### src/rtl/fixed_point_pkg.sv
// Shared fixed-point formats for the arithmetic blocks.
// The format width W and fraction width F are set by macros; N = W + F.
`ifndef FIXED_W
`define FIXED_W 32
`endif
`ifndef FIXED_FRACTION_W
`define FIXED_FRACTION_W 16
`endif

package fixed_point_pkg;
   localparam int W     = `FIXED_W;
   localparam int F     = `FIXED_FRACTION_W;
   localparam int N     = W + F;
   localparam int CNT_W = $clog2(N);

   typedef logic signed [W-1:0] fixed_point_t;

   localparam fixed_point_t FIXED_MAX = {1'b0, {(W-1){1'b1}}};
   localparam fixed_point_t FIXED_MIN = {1'b1, {(W-1){1'b0}}};

   // The magnitude of the most negative value is 2^(W-1), which still fits
   // in W bits once the result is treated as unsigned.
   function automatic logic [W-1:0] abs_mag(input fixed_point_t v);
      return v[W-1] ? -v : v;
   endfunction
endpackage

### src/rtl/fixed_point_div.sv
// Signed fixed-point divider with valid/ready handshakes on both sides.
// Uses restoring division, one quotient bit per cycle, and saturates on overflow.
module fixed_point_div
   import fixed_point_pkg::*;
(
   input  logic         clk,
   input  logic         rst,
   input  logic         in_valid,
   output logic         in_ready,
   input  fixed_point_t dividend,
   input  fixed_point_t divisor,
   output logic         out_valid,
   input  logic         out_ready,
   output fixed_point_t quotient,
   output logic         overflow,
   output logic         div_by_zero
);

   typedef enum logic [1:0] {IDLE, CALC, DONE} state_t;

   localparam logic [N-1:0] POS_LIM = {{(N-W+1){1'b0}}, {(W-1){1'b1}}};
   localparam logic [N-1:0] NEG_LIM = POS_LIM + 1'b1;

   state_t             state_q, state_d;
   logic [CNT_W-1:0]   count_q, count_d;
   logic [W-1:0]       rem_q, rem_d;
   logic [W-1:0]       dvsr_q, dvsr_d;
   logic [N-1:0]       num_q, num_d;   // numerator bits shift out, quotient bits shift in
   logic               sign_q, sign_d;
   fixed_point_t       quotient_q, quotient_d;
   logic               overflow_q, overflow_d;
   logic               dbz_q, dbz_d;

   logic [W:0]         rem_shift;
   logic               rem_ge;
   logic [N-1:0]       q_next;
   logic [W-1:0]       q_trunc;

   // NOTE: every _d gets a default first, so no path through the case leaves
   // a variable unassigned and no latch is inferred.
   always_comb begin
      state_d    = state_q;
      count_d    = count_q;
      rem_d      = rem_q;
      dvsr_d     = dvsr_q;
      num_d      = num_q;
      sign_d     = sign_q;
      quotient_d = quotient_q;
      overflow_d = overflow_q;
      dbz_d      = dbz_q;

      rem_shift = {rem_q, num_q[N-1]};
      rem_ge    = rem_shift >= {1'b0, dvsr_q};
      q_next    = {num_q[N-2:0], rem_ge};
      q_trunc   = q_next[W-1:0];

      case (state_q)
         IDLE: begin
            if (in_valid) begin
               if (divisor == '0) begin
                  state_d    = DONE;
                  dbz_d      = 1'b1;
                  overflow_d = 1'b1;
                  quotient_d = dividend[W-1] ? FIXED_MIN : FIXED_MAX;
               end else begin
                  state_d = CALC;
                  count_d = '0;
                  rem_d   = '0;
                  dbz_d   = 1'b0;
                  sign_d  = dividend[W-1] ^ divisor[W-1];
                  dvsr_d  = abs_mag(divisor);
                  num_d   = {abs_mag(dividend), {F{1'b0}}};
               end
            end
         end
         CALC: begin
            rem_d   = rem_ge ? W'(rem_shift - {1'b0, dvsr_q}) : rem_shift[W-1:0];
            num_d   = q_next;
            count_d = count_q + CNT_W'(1);
            if (count_q == CNT_W'(N-1)) begin
               state_d    = DONE;
               overflow_d = sign_q ? (q_next > NEG_LIM) : (q_next > POS_LIM);
               if (overflow_d)
                  quotient_d = sign_q ? FIXED_MIN : FIXED_MAX;
               else
                  quotient_d = sign_q ? -q_trunc : q_trunc;
            end
         end
         DONE: begin
            if (out_ready)
               state_d = IDLE;
         end
         default: state_d = IDLE;
      endcase
   end

   // NOTE: sequential state uses non-blocking assignments so every flop
   // samples the pre-edge value of every other flop.
   always_ff @(posedge clk or posedge rst) begin
      if (rst) begin
         state_q    <= IDLE;
         count_q    <= '0;
         rem_q      <= '0;
         dvsr_q     <= '0;
         num_q      <= '0;
         sign_q     <= 1'b0;
         quotient_q <= '0;
         overflow_q <= 1'b0;
         dbz_q      <= 1'b0;
      end else begin
         state_q    <= state_d;
         count_q    <= count_d;
         rem_q      <= rem_d;
         dvsr_q     <= dvsr_d;
         num_q      <= num_d;
         sign_q     <= sign_d;
         quotient_q <= quotient_d;
         overflow_q <= overflow_d;
         dbz_q      <= dbz_d;
      end
   end

   assign in_ready    = (state_q == IDLE);
   assign out_valid   = (state_q == DONE);
   assign quotient    = quotient_q;
   assign overflow    = overflow_q;
   assign div_by_zero = dbz_q;

endmodule

### config.mk
export PLATFORM = sky130hd
export DESIGN_NAME = fixed_point_div
export DESIGN_NICKNAME = d
export VERILOG_FILES = /design/src/rtl/fixed_point_pkg.sv /design/src/rtl/fixed_point_div.sv
export SDC_FILE = /design/constraint.sdc
export NUM_CORES = 1
export LEC_CHECK = 0
export CORE_MARGIN = 3
export CORE_UTILIZATION = 50
export DETAILED_ROUTE_END_ITERATION = 10
export PLACE_DENSITY = 0.71
export RECOVER_POWER = 50
export SLEW_MARGIN = 25
export SYNTH_ARGS = -nofsm -noshare
export SYNTH_HDL_FRONTEND = slang
export SYNTH_SLANG_ARGS = --single-unit
export TNS_END_PERCENT = 30
### constraint.sdc
create_clock -name clk -period 5.95 [get_ports clk]
set_clock_uncertainty 0.15 [all_clocks]
set_input_delay 0.8925 -clock clk [delete_from_list [all_inputs] [get_ports clk]]
set_output_delay 0.8925 -clock clk [all_outputs]
set_load 0.1 [all_outputs]
# Word-level counts from Yosys, hierarchy flattened
# Cells that the tools add are included.
# word_totals
in_bits,68
reg_bits,155
output_inout_bits,36
elab_cells,66
# op_classes
n_lt_le_gt_ge,3
bitwise_logic,2
reduce_logical,8
mux,31
eq_ne,8
n_addsub,5
# op_table
operator,n
2-to-1 mux 32 bit,12
case mux 32 bit (2 select lines),2
2-to-1 mux 48 bit,2
negator 32 bit,3
case mux 48 bit (2 select lines),1
greater-than comparator 48 x 31 -> 1 bit (second input constant),1
greater-than comparator 48 x 32 -> 1 bit (second input constant),1
greater-or-equal comparator 33 x 32 -> 1 bit,1
logical NOT 32 bit,1
subtractor 32 bit,1
2-to-1 mux 6 bit,2
case mux 6 bit (2 select lines),1
AND reduction 3 bit,3
2-to-1 mux 2 bit,4
adder 6 x 1 -> 6 bit (second input constant),1
equality test 6 bit (second input constant),1
inequality test 2 bit (second input constant),3
case mux 2 bit (3 select lines),1
2-to-1 mux 1 bit,5
inequality test 2 x 1 -> 1 bit (second input constant),2
AND reduction 4 bit,1
equality test 2 x 1 -> 1 bit (second input constant),1
equality test 2 bit (second input constant),1
logical NOT 2 bit,1
other kinds (5),5

# Longest topological paths before layout
# Gate-level depths: netlist of the first run.
# depth
word_depth,6
mapped_depth,21
mapped_depth_nobuf,18

# Worst setup path before layout of the first run
# OpenSTA, ideal clock, no wires.
# synth_path
path_kind,register -> register
from,register rem_q[9]
to,register quotient_q[25] (netlist: quotient[25])
synth_period_minus_slack_ns,4.785
setup_time_ns,0.123
t_arrival_ns,4.511
stages_incl_launch_ff,21
path_buffers,3
required_time_ns,5.677
path_slack_ns,1.165
cell_sequence,dfrtp_1 > ha_1 > clkbuf_1 > a21oi_1 > o21ai_0 > a221o_1 > o2bb2ai_1 > a31o_2 > o21a_1 > clkinv_1 > buf_2 > buf_1 > ha_1 > nand3b_1 > nand2b_1 > nor4_4 > a41oi_4 > nor4_2 > a21oi_1 > xnor2_1 > o221a_2
# synth_between
elab_chain_cells,6
elab_cells_between_ends,9
classes_between,add/sub (1); order compare (3); mux (5)
# synth_rtl
element,line,rtl
"start, declared",fixed_point_div.sv:26,"logic [W-1:0] rem_q, rem_d;"
"start signal, assigned",fixed_point_div.sv:113,rem_q <= rem_d;
greater-or-equal comparator 33 x 32 -> 1 bit *,fixed_point_div.sv:53,"rem_ge = rem_shift >= {1'b0, dvsr_q};"
greater-than comparator 48 x 31 -> 1 bit (tied with other cells),fixed_point_div.sv:82,overflow_d = sign_q ? (q_next > NEG_LIM) : (q_next > POS_LIM);
2-to-1 mux 1 bit / 2-to-1 mux 32 bit (equally long branches),"fixed_point_div.sv:82, fixed_point_div.sv:86",
2-to-1 mux 32 bit *,fixed_point_div.sv:83,if (overflow_d)
2-to-1 mux 32 bit *,fixed_point_div.sv:80,if (count_q == CNT_W'(N-1)) begin
case mux 32 bit (2 select lines) *,fixed_point_div.sv:57,case (state_q)
"end signal, assigned",fixed_point_div.sv:117,quotient_q <= quotient_d;
"end, declared",fixed_point_div.sv:30,"fixed_point_t quotient_q, quotient_d;"
# Mark *: on every way between the ends. The rest lies on a longest branch, timed or not. The select of a mux whose other input is x is not followed.
# A chain may end at the register's enable or synchronous reset.

# Worst setup path in the final report of the first run
# Same ends and word-level chain as after synthesis.

==> summary.txt, run 1 <==
Worst setup path
  • Worst R2R End: quotient[25]$_DFFE_PP0P_
  • Crit path kind: register to register
  • CP Launch Type: register
  • WP data required: 6120 ps
  • Max FO, Critical Path: 14
  • R2R depth: 17
  • Worst reg2reg path startpoint: rem_q[9]$_DFFE_PP0P_
  • Critical Path AT: 5050 ps
  • Flop-to-flop setup slack: 1060 ps
  • Crit end category: register

Synthesis
  • Synthesized area per cell: 8.51 sq um
  • Mapped Area: 10300 sq um
  • Syn. warnings: 0
  • Post-synth ARST share: 1.00
  • Seq/Total Area, Yosys: 0.375
  • Synth cell types: 75
  • Synth top area share: 0.375
  • Post-Synthesis Cells: 1215
  • #FFs+latches synth: 155
  • Mapped Nets: 1320
  • Synth Flop Type: dfrtp_1
  • Ranking of synthesized cells by area: dfrtp_1, o21ai_0, xor2_1, nand2_1, ha_1
  • Synth area leader: dfrtp_1
  • EDFF count, synth: 0

GRT
  • Total global-route track usage: 0.239
  • Grt met2 use: 0.368
  • Overflow after GRT: 0
  • Number of global-route vias before repair: 8745
  • Met3 Use GR: 0.0333
  • Top Usage Layer GRT: met2
  • Largest net degree at the start of global routing: 82
  • Met1 usage: 0.349
  • Initial antenna violation count: 1
  • First-pass GRT wire length: 43800 um

Power and ir drop
  • Power density over the cells: 487 nW/um^2
  • Leak Pwr: 5.20 nW
  • Sw Ratio: 0.487
  • NetSw: 2.87 mW
  • Maximum vdd drop: 0.306 mV
  • Cell-internal power: 3.02 mW
  • Seq pwr share: 0.289
  • Combinational power share: 0.521
  • Clock network power share: 0.190

CTS
  • Clk slew on worst S/H paths: 60 ps
  • Setup Buffers After CTS: 0
  • Clock sink count: 155
  • Clk_lat worst skew: 430 ps
  • Clock Tree Buf Depth: 2
  • Htree depth: 4
  • Hold Buf Count CTS: 0
  • CTS tree: done
  • Clock Tree Root: clkbuf_16
  • Post_cts resized: 0
  • Number of buffers created by CTS: 17

Finish
  • Nets: 1387
  • Commonest non-fill, non-tap cells in the layout: o21ai_0, dfrtp_1, nand2_1, clkdlybuf4s50_1, nor2_1
  • Share of cells above drive strength 1: 0.0571
  • Synth-to-layout area growth: 17.1%
  • Commonest non-fill, non-tap cell in the layout: o21ai_0
  • Antenna diodes: 0

Outcome
  • Outcome: finished, violations left
  • Failing checks: capacitance limit, slew limit

Die
  • Ports: 104
  • Initial cell density of the core: 0.519
  • Die ar.: 22400 sq um
  • FP Rows: 51
  • Die X-Extent: 150 um
  • Die Y: 150 um
  • Std-Cell Core Area: 19900 sq um

Timing
  • Post-route setup TNS: 0 ps
  • Tmin final: 4890 ps
  • Worst-margin pin slew: 2210 ps
  • Final setup violation count: 0
  • Relative max-transition margin: -0.483
  • RSZ-0062 raised after global routing: no
  • Max Slew Vio Count: 51
  • Final Hold Vio Count: 0
  • Crit share post-route: 0.821
  • Fmax: 205 MHz
  • Hold slack: 323 ps

Route
  • Final Routed Wirelength: 26300 um
  • Post-route ant nets: 0
  • Vias/cell: 5.95
  • DR vias: 9287
  • DRT iter0 DRCs: 639
  • Drt pass-1 iters: 6
  • WL per Instance: 16.8 um
  • Drt drc: 0

Place
  • GPL Wtd Cong: 0.930
  • IO buf count: 103
  • DP Wirelength: 19000 um

Min path
  • Hold EP: quotient[11]$_DFFE_PP0P_
  • Worst Hold Class: register to register
  • Hold path depth: 2
  • HP Start: quotient[11]$_DFFE_PP0P_

Run
  • Maxcap violations: 1
## cell usage after synthesis (4+ instances only)
library cell / count
and2_1: 4
nor2_1: 80
a21o_1: 19
o21a_1: 20
inv_1: 54
nand2b_1: 13
and3_1: 12
buf_2: 11
nand3_1: 19
a21oi_1: 73
xnor2_1: 35
a311o_1: 5
nor4_1: 14
nand3b_1: 4
o21bai_1: 5
buf_4: 6
or2_2: 7
o31ai_1: 25
a211oi_1: 8
o41ai_1: 14
xor2_1: 68
a32oi_1: 15
nand2_1: 144
o31a_1: 4
ha_1: 36
mux2i_1: 5
a311oi_1: 6
nor3_1: 17
nor2b_1: 8
o21ai_1: 5
or3_1: 10
clkbuf_1: 46
a22o_1: 22
dfrtp_1: 155
or4_1: 8
nand4_1: 10
a31oi_1: 16
o21ai_0: 156
## cells by family after synthesis
logic type | Yosys count | share of synthesized area
AOI/OAI and AO/OA | 421 | 0.262
xor gates and xnor gates | 103 | 0.0872
adders and majority gates | 37 | 0.0455
buffers and inverters | 123 | 0.0496
DFF | 155 | 0.375
muxes | 5 | 0.00484
and+or+nand+nor | 371 | 0.176
## worst max-delay path by stage
stage,startpoint,endpoint,cells after the start
6_report,rem_q[9]$_DFFE_PP0P_,quotient[25]$_DFFE_PP0P_,17
5_1_grt,rem_q[9]$_DFFE_PP0P_,quotient[25]$_DFFE_PP0P_,17
4_1_cts,rem_q[9]$_DFFE_PP0P_,quotient[25]$_DFFE_PP0P_,17
3_5_place_dp,rem_q[9]$_DFFE_PP0P_,quotient[25]$_DFFE_PP0P_,17
3_3_place_gp,rem_q[9]$_DFFE_PP0P_,quotient[25]$_DFFE_PP0P_,17
2_1_floorplan,rst,count_q[0]$_DFFE_PP0P_,1
## critical path, cell delays in order, from the launching register on
cell,delay [ps]
dfrtp_1,400
ha_1,420
a21oi_1,250
o21ai_0,130
a221o_1,350
o2bb2ai_1,160
a31o_2,260
o21a_1,390
clkinv_1,130
ha_1,190
nand3b_1,150
nand2b_1,340
nor4_4,400
a41oi_4,250
nor4_2,330
a21oi_1,120
xnor2_1,170
o221a_2,230
## final cells by class
cell class	instances	area, sq um
fillers	1787	7800
repair buffers	116	1120
multi-input cells	937	5960
clock buffers	22	464
well taps	265	332
inverters	55	208
clock inverters	10	141
flip-flops and latches	155	3880
## per-layer routing
metal,up-vias,part of all wire
met4,2,0.018
met3,38,0.057
met5,-,0.00049
li1,4533,-
met2,270,0.45
met1,4444,0.47
## registers in the layout, indices dropped and copies added (netlist names)
signal       flops
div_by_zero      1
quotient        32
sign_q           1
state_q          2
num_q           48
rem_q           32
overflow         1
count_q          6
dvsr_q          32
## power groups by stage
stage	Sequential [mW]	Combinational [mW]	Clock (mW)
after global routing	1.76	3.37	1.18
after detailed placement	1.72	3.08	0
after floorplan	2.35	1.72	0
after global placement	1.71	3.05	0
final	1.71	3.07	1.12
after CTS	1.71	3.10	1.14
## metrics by stage
step / utilization / setup slack [ps] / power [mW] / area [sq um] / std cells
after floorplan: - / 729 / 4.07 / 10300 / 1215
after global placement: 0.578 / 1290 / 4.76 / 11500 / 1528
after detailed placement: 0.578 / 1130 / 4.80 / 11500 / 1528
after CTS: 0.609 / 1130 / 5.94 / 12100 / 1560
after global routing: 0.608 / 772 / 6.31 / 12100 / 1560
final: 0.608 / 1060 / 5.90 / 12100 / 1560
(Power assumes the default switching activity.)
==> run 2: changes to the inputs <==
--- a/config.mk
+++ b/config.mk
@@ -8,7 +8,7 @@
 export CORE_MARGIN = 3
 export CORE_UTILIZATION = 50
 export DETAILED_ROUTE_END_ITERATION = 10
-export PLACE_DENSITY = 0.71
+export PLACE_DENSITY = 0.74
 export RECOVER_POWER = 50
 export SLEW_MARGIN = 25
 export SYNTH_ARGS = -nofsm -noshare
==> constraint.sdc (replaced) <==
create_clock -name clk -period 4.2 [get_ports clk]
set_clock_uncertainty 0.15 [all_clocks]
set_input_delay 0.63 -clock clk [delete_from_list [all_inputs] [get_ports clk]]
set_output_delay 0.63 -clock clk [all_outputs]
set_load 0.1 [all_outputs]
==> run 2 against run 1 <==
Compared with the run above: the flow still finishes with violations (capacitance limit, slew limit); non-clock buffer count up 21; die area unchanged; power up 44%; largest power group unchanged; highest routed layer is now met4.
==> summary.txt, run 2 (synthesis results as in run 1) <==
CTS
  • Clock Tree Buf Depth: 2 (unchanged)
  • Hold Buf Count CTS: 0 (unchanged)
  • Clk slew on worst S/H paths: 70 ps (about the same)
  • Number of buffers created by CTS: 17 (unchanged)
  • Clock sink count: 155 (unchanged)
  • Clock Tree Root: clkbuf_16
  • CTS tree: done
  • Htree depth: 4 (unchanged)
  • Clk_lat worst skew: 430 ps (about the same)

Route
  • Final Routed Wirelength: 26700 um (+1.6%)
  • Post-route ant nets: 0 (unchanged)
  • Drt drc: 0 (unchanged)
  • Vias/cell: 5.92 (-0.61%)
  • Drt pass-1 iters: 5 (-1)
  • WL per Instance: 16.9 um (+0.34%)
  • DRT iter0 DRCs: 756 (+18%)
  • DR vias: 9349 (+0.67%)

Finish
  • Synth-to-layout area growth: 19.3%
  • Register area: 3880 sq um (unchanged)
  • Commonest non-fill, non-tap cell in the layout: dfrtp_1
  • Final core occ: 0.620 (+0.0114)
  • Commonest non-fill, non-tap cells in the layout: dfrtp_1, o21ai_0, nand2_1, clkdlybuf4s50_1, nor2_1
  • Nets: 1408 (+1.5%)
  • Antenna diodes: 0 (unchanged)
  • Number of flip-flops in the largest register: 48 (unchanged)
  • Most flops, register: num_q
  • Share of cells above drive strength 1: 0.0768 (+0.0197)
  • # fillers: 1784 (-0.17%)
  • Area of the multi-input gates: 6010 sq um (+0.84%)

Power and ir drop
  • Leak Pwr: 5.31 nW (+2.1%)
  • Maximum vdd drop: 0.364 mV (+19%)
  • Power density over the cells: 687 nW/um^2 (+41%)
  • Tot Pwr: 8.48 mW (+44%)

Die
  • FP Rows: 51 (unchanged)
  • Ports: 104 (unchanged)
  • Die ar.: 22400 sq um (unchanged)
  • Initial cell density of the core: 0.519 (unchanged)
  • Die Y: 150 um (unchanged)
  • Std-Cell Core Area: 19900 sq um (unchanged)
  • Die X-Extent: 150 um (unchanged)

Timing
  • Worst-margin pin slew: 2560 ps (+348 ps)
  • Crit share post-route: 0.957 (+0.136)
  • Tmin final: 4020 ps (-868 ps)
  • Hold slack: 332 ps (+8.59 ps)
  • Final setup violation count: 0 (unchanged)
  • Max Slew Vio Count: 149 (+190%)
  • Final Hold Vio Count: 0 (unchanged)
  • Fmax: 249 MHz (+22%)
  • Relative max-transition margin: -0.707 (-0.224)

Worst setup path
  • Critical Path AT: 4220 ps (-830 ps)
  • WP data required: 4400 ps (-1720 ps)
  • CP Launch Type: register
  • Crit end category: register
  • Crit path kind: register to register
  • Max FO, Critical Path: 6 (-8)
  • Flop-to-flop setup slack: 180 ps (-880 ps)

Run
  • Maxcap violations: 3 (+2)

GRT
  • Number of global-route vias before repair: 8834 (+1.0%)
  • Initial antenna violation count: 0 (-1)
  • Total global-route track usage: 0.242 (+0.00211)
  • First-pass GRT wire length: 44400 um (+1.2%)
  • Overflow after GRT: 0 (unchanged)
  • Largest net degree at the start of global routing: 71 (-13%)

Place
  • GPL Wtd Cong: 0.887 (-4.6%)
  • IO buf count: 103 (unchanged)
  • DP Wirelength: 19000 um (-0.25%)

Outcome
  • Outcome: finished, violations left
  • Failing checks: capacitance limit, slew limit

Min path
  • Worst Hold Class: register to register
run 2: cell count changes in the layout (fill, tap and decap cells not counted), sizes merged:
cell / previous run / this run
bufinv: 3 / 2
clkinvlp: 3 / 5
clkdlybuf4s50: 84 / 85
inv: 53 / 54
buf: 11 / 31
clkinv: 6 / 4
dlygate4sd3: 19 / 18
run 2: critical path, cell delays in order (launching register included):
cell       delay [ps]
dfrtp_1           400
ha_1              390
and2_1            200
a221o_1           340
o2bb2ai_2         150
a31o_2            250
o21a_1            190
inv_2              80
ha_4              130
nand3b_1          100
nand2b_4          180
nor4_4            350
a41oi_4           260
buf_6             220
nor2_1            130
and3_1            160
o21ai_0            70
a31oi_1           180
run 2: path summary, 6_finish.rpt:
check                                  startpoint                  endpoint  cells past startpoint
setup / recovery            rem_q[11]$_DFFE_PP0P_  quotient[21]$_DFFE_PP0P_                     17
hold / removal             dvsr_q[18]$_DFFE_PP0P_    dvsr_q[18]$_DFFE_PP0P_                      2
setup reg to reg            rem_q[11]$_DFFE_PP0P_  quotient[21]$_DFFE_PP0P_                     17
hold reg to reg            dvsr_q[18]$_DFFE_PP0P_    dvsr_q[18]$_DFFE_PP0P_                      2
max in group asynchronous                     rst      rem_q[6]$_DFFE_PP0P_                      3
min in group asynchronous                     rst   quotient[8]$_DFFE_PP0P_                      2
run 2: per-layer routing:
metal / GRT usage / wire length [um]
met3: 0.0409 / 1250
met2: 0.393 / 12800
met4: 0.0512 / 291
met1: 0.341 / 12400
met5: 0 / 0
run 2: layout make-up:
cell class	instances	share of cell area
Timing Repair Buffer	137	0.107
Inverter	55	0.0168
Clock buffer	21	0.0381
Multi-Input combinational cell	937	0.487
Sequential cell	155	0.314
Tap cell	265	0.0269
Clock inverter	10	0.00953
run 2: report_power, final:
group | leakage [nW] | total [mW] | internal, mW | switching [mW]
Sequential | 1.96 | 2.43 | 1.99 | 0.435
Combinational | 3.06 | 4.52 | 1.43 | 3.09
Clock | 0.277 | 1.54 | 0.918 | 0.617
Total | 5.31 | 8.48 | 4.34 | 4.14
run 2: repair_timing:
item | CTS | global route
buffers inserted | 0 | 3
setup endpoints to repair | 3 | 32
pin swaps | 1 | 10
gates resized for setup | 0 | 16
run 2: through the flow:
step | instances | setup TNS [ps] | area [sq um] | setup slack (ps)
floorplan | 1215 | -13830 | 10300 | -585
global placement | 1545 | 0 | 11700 | 86.2
detailed placement | 1545 | -56.9 | 11700 | -32.4
CTS | 1576 | 0 | 12300 | 9.33
global route | 1580 | -23.9 | 12300 | -13.1
finish | 1580 | 0 | 12300 | 180
